**config.mk**
```make
export PLATFORM = sky130hd
export DESIGN_NAME = in_flight_issue_arbiter_flat
export DESIGN_NICKNAME = d
export VERILOG_FILES = /design/src/rtl/in_flight_issue_arbiter_pkg.sv /design/src/rtl/in_flight_issue_arbiter_if.sv /design/src/rtl/in_flight_issue_arbiter_rr_priority_pick.sv /design/src/rtl/in_flight_issue_arbiter.sv /design/src/flat_wrapper.sv
export SDC_FILE = /design/constraint.sdc
export NUM_CORES = 1
export LEC_CHECK = 0
export ABC_CLOCK_PERIOD_IN_PS = 6770
export CORE_MARGIN = 2
export CORE_UTILIZATION = 40
export DETAILED_ROUTE_END_ITERATION = 8
export DONT_BUFFER_PORTS = 1
export GPL_ROUTABILITY_DRIVEN = 1
export GPL_TIMING_DRIVEN = 0
export PLACE_DENSITY = 0.62
export SLEW_MARGIN = 25
export SYNTH_ARGS = -nofsm -noshare
export SYNTH_HDL_FRONTEND = slang
export SYNTH_SLANG_ARGS = --single-unit
```
**constraint.sdc**
```tcl
create_clock -name clk -period 6.77 [get_ports clk]
set_clock_uncertainty 0.15 [all_clocks]
set_input_delay 2.031 -clock clk [delete_from_list [all_inputs] [get_ports clk]]
set_output_delay 2.031 -clock clk [all_outputs]
set_load 0.02 [all_outputs]
```
**src/rtl/in_flight_issue_arbiter_pkg.sv**
```systemverilog
// Shared defaults and width helper for the in-flight issue arbiter and its picker.
// Optional simulation checks in the top are enabled with IN_FLIGHT_ARB_ASSERT_EN.
package in_flight_issue_arbiter_pkg;

    localparam int COLORS_DEFAULT    = 4;
    localparam int MIN_DEPTH_DEFAULT = 32;
    localparam int MAX_DEPTH_DEFAULT = 512;

    // Ceiling log2, never below 1 so a single-bit field is always legal.
    function automatic int log2(input int value);
        int bits;
        bits = 1;
        while ((1 << bits) < value) bits++;
        return bits;
    endfunction

endpackage

```
**src/rtl/in_flight_issue_arbiter_if.sv**
```systemverilog
// Request, memory-issue and response-retire signals of the in-flight issue arbiter.
// master = requesters/memory side, slave = arbiter.
interface in_flight_issue_arbiter_if
    import in_flight_issue_arbiter_pkg::*;
#(
    parameter int COLORS    = COLORS_DEFAULT,
    parameter int MAX_DEPTH = MAX_DEPTH_DEFAULT
);
    localparam int LOG2_COLORS    = log2(COLORS);
    localparam int LOG2_MAX_DEPTH = log2(MAX_DEPTH);

    logic [COLORS-1:0]      req_valid;
    logic [COLORS-1:0]      req_ready;
    logic                   mem_stall;
    logic                   mem_push;
    logic [LOG2_COLORS-1:0] mem_tag;
    logic                   rsp_valid;
    logic [LOG2_COLORS-1:0] rsp_tag;
    logic [LOG2_MAX_DEPTH:0] total;
    logic                   err;

    modport master (
        output req_valid, mem_stall, rsp_valid, rsp_tag,
        input  req_ready, mem_push, mem_tag, total, err
    );

    modport slave (
        input  req_valid, mem_stall, rsp_valid, rsp_tag,
        output req_ready, mem_push, mem_tag, total, err
    );

endinterface

```
**src/rtl/in_flight_issue_arbiter_rr_priority_pick.sv**
```systemverilog
// Combinational rotate-priority picker: first eligible bit at or above rr_ptr, with wrap.
// Output is one-hot or zero; reusable by other arbiters.
module rr_priority_pick
    import in_flight_issue_arbiter_pkg::*;
#(
    parameter int COLORS = COLORS_DEFAULT
) (
    input  logic [COLORS-1:0]       eligible,
    input  logic [log2(COLORS)-1:0] rr_ptr,
    output logic [COLORS-1:0]       grant
);
    localparam int LW = log2(COLORS);

    logic          found;
    logic [LW-1:0] idx;

    always_comb begin
        grant = '0;
        found = 1'b0;
        idx   = '0;
        for (int i = 0; i < COLORS; i++) begin
            idx = LW'((int'(rr_ptr) + i) % COLORS);
            if (!found && eligible[idx]) begin
                grant[idx] = 1'b1;
                found      = 1'b1;
            end
        end
    end

endmodule

```
**src/rtl/in_flight_issue_arbiter.sv**
```systemverilog
// Credit-based round-robin arbiter: per-color reserved slots plus a shared head-room pool.
// Define IN_FLIGHT_ARB_ASSERT_EN to compile in simulation sanity checks.
module in_flight_issue_arbiter
    import in_flight_issue_arbiter_pkg::*;
#(
    parameter int COLORS    = COLORS_DEFAULT,
    parameter int MIN_DEPTH = MIN_DEPTH_DEFAULT,
    parameter int MAX_DEPTH = MAX_DEPTH_DEFAULT
) (
    input logic                      clk,
    input logic                      rst,
    in_flight_issue_arbiter_if.slave bus
);
    localparam int HEAD_ROOM      = MAX_DEPTH - COLORS * MIN_DEPTH;
    localparam int LOG2_COLORS    = log2(COLORS);
    localparam int LOG2_MAX_DEPTH = log2(MAX_DEPTH);
    localparam int CW             = LOG2_MAX_DEPTH + 1;

    localparam logic [CW-1:0] MIN_W       = CW'(MIN_DEPTH);
    localparam logic [CW-1:0] MAX_W       = CW'(MAX_DEPTH);
    localparam logic [CW-1:0] HEAD_ROOM_W = CW'(HEAD_ROOM);

    logic [CW-1:0]          count_q [COLORS];
    logic [CW-1:0]          shared_q;
    logic [CW-1:0]          total_q;
    logic [LOG2_COLORS-1:0] rr_ptr_q;
    logic                   mem_push_q;
    logic [LOG2_COLORS-1:0] mem_tag_q;
    logic                   err_q;

    logic [COLORS-1:0]      eligible;
    logic [COLORS-1:0]      grant;
    logic [LOG2_COLORS-1:0] grant_idx;
    logic [LOG2_COLORS-1:0] rr_next;
    logic                   issue;
    logic                   retire_ok;
    logic                   retire_bad;
    logic                   same_color;
    logic                   shared_inc;
    logic                   shared_dec;

    // Eligibility looks only at registered state, so a same-cycle retire cannot unblock.
    always_comb begin
        eligible = '0;
        for (int c = 0; c < COLORS; c++) begin
            eligible[c] = bus.req_valid[c] & ~bus.mem_stall & (total_q < MAX_W) &
                          ((count_q[c] < MIN_W) | (shared_q < HEAD_ROOM_W));
        end
    end

    rr_priority_pick #(.COLORS(COLORS)) u_pick (
        .eligible (eligible),
        .rr_ptr   (rr_ptr_q),
        .grant    (grant)
    );

    always_comb begin
        grant_idx = '0;
        for (int c = 0; c < COLORS; c++) begin
            if (grant[c]) grant_idx = LOG2_COLORS'(c);
        end
    end

    assign issue      = |grant;
    assign rr_next    = (grant_idx == LOG2_COLORS'(COLORS - 1)) ? '0 : grant_idx + LOG2_COLORS'(1);
    assign retire_ok  = bus.rsp_valid & (count_q[bus.rsp_tag] != '0);
    assign retire_bad = bus.rsp_valid & (count_q[bus.rsp_tag] == '0);
    // Issue and retire on one color cancel completely, including the shared pool.
    assign same_color = issue & retire_ok & (grant_idx == bus.rsp_tag);
    assign shared_inc = issue & ~same_color & (count_q[grant_idx] >= MIN_W);
    assign shared_dec = retire_ok & ~same_color & (count_q[bus.rsp_tag] > MIN_W);

    always_ff @(posedge clk or posedge rst) begin
        if (rst) begin
            for (int c = 0; c < COLORS; c++) count_q[c] <= '0;
            shared_q   <= '0;
            total_q    <= '0;
            rr_ptr_q   <= '0;
            mem_push_q <= 1'b0;
            mem_tag_q  <= '0;
            err_q      <= 1'b0;
        end else begin
            mem_push_q <= issue;
            if (issue) begin
                mem_tag_q <= grant_idx;
                rr_ptr_q  <= rr_next;
            end
            if (retire_bad) err_q <= 1'b1;
            if (!same_color) begin
                if (issue)     count_q[grant_idx]   <= count_q[grant_idx] + CW'(1);
                if (retire_ok) count_q[bus.rsp_tag] <= count_q[bus.rsp_tag] - CW'(1);
            end
            shared_q <= shared_q + CW'(shared_inc) - CW'(shared_dec);
            total_q  <= total_q + CW'(issue) - CW'(retire_ok);
        end
    end

    assign bus.req_ready = grant;
    assign bus.mem_push  = mem_push_q;
    assign bus.mem_tag   = mem_tag_q;
    assign bus.total     = total_q;
    assign bus.err       = err_q;

`ifdef IN_FLIGHT_ARB_ASSERT_EN
    always @(posedge clk) begin
        if (!rst) begin
            if ($countones(grant) > 1) begin
                $display("in_flight_issue_arbiter: error, req_ready not one-hot: %b", grant);
                $finish;
            end
            for (int c = 0; c < COLORS; c++) begin
                if (count_q[c] > CW'(MIN_DEPTH + HEAD_ROOM)) begin
                    $display("in_flight_issue_arbiter: error, count[%0d]=%0d over bound", c, count_q[c]);
                    $finish;
                end
            end
            if (total_q > MAX_W || shared_q > HEAD_ROOM_W) begin
                $display("in_flight_issue_arbiter: error, total=%0d shared=%0d over bound", total_q, shared_q);
                $finish;
            end
            if (retire_bad && !err_q) begin
                $display("in_flight_issue_arbiter: error, retire on empty color %0d", bus.rsp_tag);
                $finish;
            end
        end
    end
`else
    // Checks compiled out; err is still produced above.
`endif

endmodule
```
**src/flat_wrapper.sv**
```systemverilog
// flat-port wrapper written by rule: the top's interface ports become plain ports
module in_flight_issue_arbiter_flat import in_flight_issue_arbiter_pkg::*;
#(
    parameter int COLORS    = COLORS_DEFAULT,
    parameter int MIN_DEPTH = MIN_DEPTH_DEFAULT,
    parameter int MAX_DEPTH = MAX_DEPTH_DEFAULT
)
  (clk, rst, bus_req_valid, bus_mem_stall, bus_rsp_valid, bus_rsp_tag, bus_req_ready, bus_mem_push, bus_mem_tag, bus_total, bus_err);
  in_flight_issue_arbiter_if #(.COLORS(COLORS), .MAX_DEPTH(MAX_DEPTH)) bus_i ();
  input logic clk;
  input logic rst;
  input wire logic [$bits(bus_i.req_valid)-1:0] bus_req_valid;
  input wire logic [$bits(bus_i.mem_stall)-1:0] bus_mem_stall;
  input wire logic [$bits(bus_i.rsp_valid)-1:0] bus_rsp_valid;
  input wire logic [$bits(bus_i.rsp_tag)-1:0] bus_rsp_tag;
  output wire logic [$bits(bus_i.req_ready)-1:0] bus_req_ready;
  output wire logic [$bits(bus_i.mem_push)-1:0] bus_mem_push;
  output wire logic [$bits(bus_i.mem_tag)-1:0] bus_mem_tag;
  output wire logic [$bits(bus_i.total)-1:0] bus_total;
  output wire logic [$bits(bus_i.err)-1:0] bus_err;
  assign bus_i.req_valid = bus_req_valid;
  assign bus_i.mem_stall = bus_mem_stall;
  assign bus_i.rsp_valid = bus_rsp_valid;
  assign bus_i.rsp_tag = bus_rsp_tag;
  assign bus_req_ready = bus_i.req_ready;
  assign bus_mem_push = bus_i.mem_push;
  assign bus_mem_tag = bus_i.mem_tag;
  assign bus_total = bus_i.total;
  assign bus_err = bus_i.err;
  in_flight_issue_arbiter #(.COLORS(COLORS), .MIN_DEPTH(MIN_DEPTH), .MAX_DEPTH(MAX_DEPTH)) u_core (.clk(clk), .rst(rst), .bus(bus_i));
endmodule
```
==> impl_metrics.ini <==
[global_route]
first_global_vias = 4761
grt_pass1_wl_um = 25630
use_met1 = 0.3354
use_met2 = 0.4023
antenna_found_initial = 0
overflow = 0
grt-busiest-layer = met2
use_met3 = 0.06328
grt_start_max_net_pins = 44
grt_use_total = 0.2522

[logic_synthesis]
ys_top_cells_by_count = 66 x dfrtp_1, 52 x inv_1, 52 x nand2_1, 41 x a21oi_1, 41 x nor2_1
synthesis.area_um2 = 5014
ys_warn_count = 0
synth_top_area_cell = dfrtp_1
synth.most_common_cell = dfrtp_1
synth_nets = 598
synth_cell_types = 69
synth_enable_flop_cells = 0
syn_inst = 552
ys_seq_area_frac = 0.3294
avgSynthCellArea_um2 = 9.083
synthTopCellsByArea = dfrtp_1 33%, ha_1 8.5%, mux4_2 4.9%
synth-seq-cells = 66
synth_top_area_share = 0.3294
synthArstFlopShare = 1.000
synth_ff_type = dfrtp_1

[place]
hpwl_um = 11540
place.gp.congestion = 0.9869
port_buffers = 0

[routing]
via_count = 4851
drt_iter0_drc = 547
dr.pass1.iters = 5
ant_nets = 0
totalWireLength_um = 16630
drcViolationCount = 0
avgRoutedWirePerCell_um = 21.76
viasPerCell = 6.349

[outcome]
failed_checks = setup timing
status = finished with violations

[worst_setup_path]
worst_ep_required_time_ns = 6.85
crit_buf_inv = 7
critical-path-top-delay-family = compound AO/OA/AOI/OAI gates
crit_arrival_ns = 6.86
startpoint_type = input pin
worstPathMaxFanout = 7
crit_path_max_incr_delay_ns = 0.43
endpoint_kind = flip-flop
worst_path_max_delay_cell = or4_4
crit_type = in -> reg

[sta]
max_slew_margin = 0.4078
hold_viol_final = 0
tightest_slew_ns = 0.8883
setup_viol = 1
fin_crit_sh = 1.001
drv_slew = 0
fin_crit_ns = 6.778
fin_ws_ns = -0.008312
max_freq_ghz = 0.1475
rsz0062_at_grt = true

[floorplan]
die-area_um2 = 13450
fp.dieW_um = 116.0
start_util = 0.4139
core_region_area_um2 = 12110
io-pin-count = 28
rows = 40
die_h_um = 116.0

[clock_tree]
ctsHoldBuffers = 0
cts_max_level = 3
cts_buffers = 9
path_clk_slew_ns = 0.06
cts_buffer_depth = 2
cts_tree = done
root_buffer = clkbuf_16
clkLatencyLatePin_ns = 0.34
cts.sinks = 66

[layout]
fillers = 1152
drive_gt1_frac = 0.2181
area_growth_pct = 20.91
final_nets = 637
n_antenna_cell = 0
final_core_util = 0.5005

[worst_hold_path]
worst_hold_path_type = reg -> reg

[flow_run]
max-cap-violations = 0
## cell usage in the layout, fill, tap and decap left out, types with 8 or more instances in the layout
cell type,n
dfrtp_1,66
inv_1,50
nand2_1,50
nor2_1,41
a21oi_1,34
ha_1,32
buf_4,29
xnor2_1,20
nand3_1,14
o21ai_0,13
a221oi_1,12
nor3_1,11
mux4_2,11
xor2_1,11
a22oi_1,9
clkbuf_16,9
o21bai_1,8
o21ai_1,8
## through the flow
| step | cell area (µm²) | hold WS, ns | setup TNS [ns] | std cells | setup WS (ns) |
|---|---|---|---|---|---|
| after CTS | 5738 | 0.3717 | 0 | 744 | 0.006632 |
| after global placement | 5280 | 0.3502 | -8.934 | 720 | -1.153 |
| after detailed placement | 5323 | 0.3556 | -11.67 | 721 | -1.300 |
| after global routing | 6062 | 0.3859 | -0.8688 | 764 | -0.2611 |
| final | 6062 | 0.3692 | -0.008312 | 764 | -0.008312 |
| after floorplan | 5070 | 0.3161 | -0.2871 | 552 | -0.1585 |
## area by class of cell
class | count | area (µm²) | share of cell area
multi-input cells | 413 | 3334 | 0.5501
flip-flops and latches | 66 | 1652 | 0.2724
repair buffers | 30 | 249.0 | 0.04107
clock buffers | 10 | 239.0 | 0.03942
inverters | 56 | 217.7 | 0.03591
well taps | 168 | 210.2 | 0.03468
plain buffers | 15 | 117.6 | 0.01940
clock inverters | 6 | 42.54 | 0.007018
## worst min-delay path, delay by kind of cell, from the launching register on
| kind | cells | cell delay [ns] |
|---|---|---|
| AO/OA/AOI/OAI | 1 | 0.06 |
| flip-flops | 1 | 0.37 |
| AND/OR/NAND/NOR | 1 | 0.05 |
## final timing paths
| check | startpoint | to | slack [ns] | cells after the start |
|---|---|---|---|---|
| max in group asynchronous | rst | u_core.rr_ptr_q[1] | 4.56 | 2 |
| worst max register to register | u_core.bus.total[9] | u_core.shared_q[8] | 0.95 | 29 |
| min in group asynchronous | rst | u_core.shared_q[1] | 1.38 | 1 |
| worst max-delay path | bus_mem_stall | u_core.shared_q[8] | -0.008 | 29 |
| worst min register to register | u_core.count_q[1] | u_core.count_q[1] | 0.37 | 2 |
| worst min-delay path | u_core.count_q[1] | u_core.count_q[1] | 0.37 | 2 |
## state kept, by name, summed over array words and instances (netlist names)
name and flops:
u_core.bus.mem_push 1, u_core.bus.mem_tag 2, u_core.shared_q 10, u_core.rr_ptr_q 2, u_core.bus.err 1, u_core.bus.total 10, u_core.count_q 40
## logic make-up (layout without fill, tap and decap cells)
family	Yosys count	count (layout)	synth area share
compound gates	176	176	0.2638
xor+xnor	32	32	0.05590
fa+ha+maj	36	36	0.09284
buf+inv	74	117	0.05989
flops	66	66	0.3294
mux	12	12	0.05141
simple gates	156	157	0.1468
## what timing repair did
| item | 4_1_cts | 5_1_grt |
|---|---|---|
| buffers inserted | 9 | 20 |
| resized for setup | 18 | 36 |
| hold endpoints to repair | 0 | 0 |
| gates cloned | 0 | 1 |
| endpoints found under the setup margin | 14 | 7 |
| pin swaps | 12 | 24 |
## metal layers
layer,part of all wire,up-vias
met3,0.095,44
met4,0.027,0
met5,0,-
met2,0.47,307
met1,0.41,2360
li1,-,2140
Power is not shown: default switching activity piles up to over one toggle a cycle in this logic, so the estimate is an artifact.
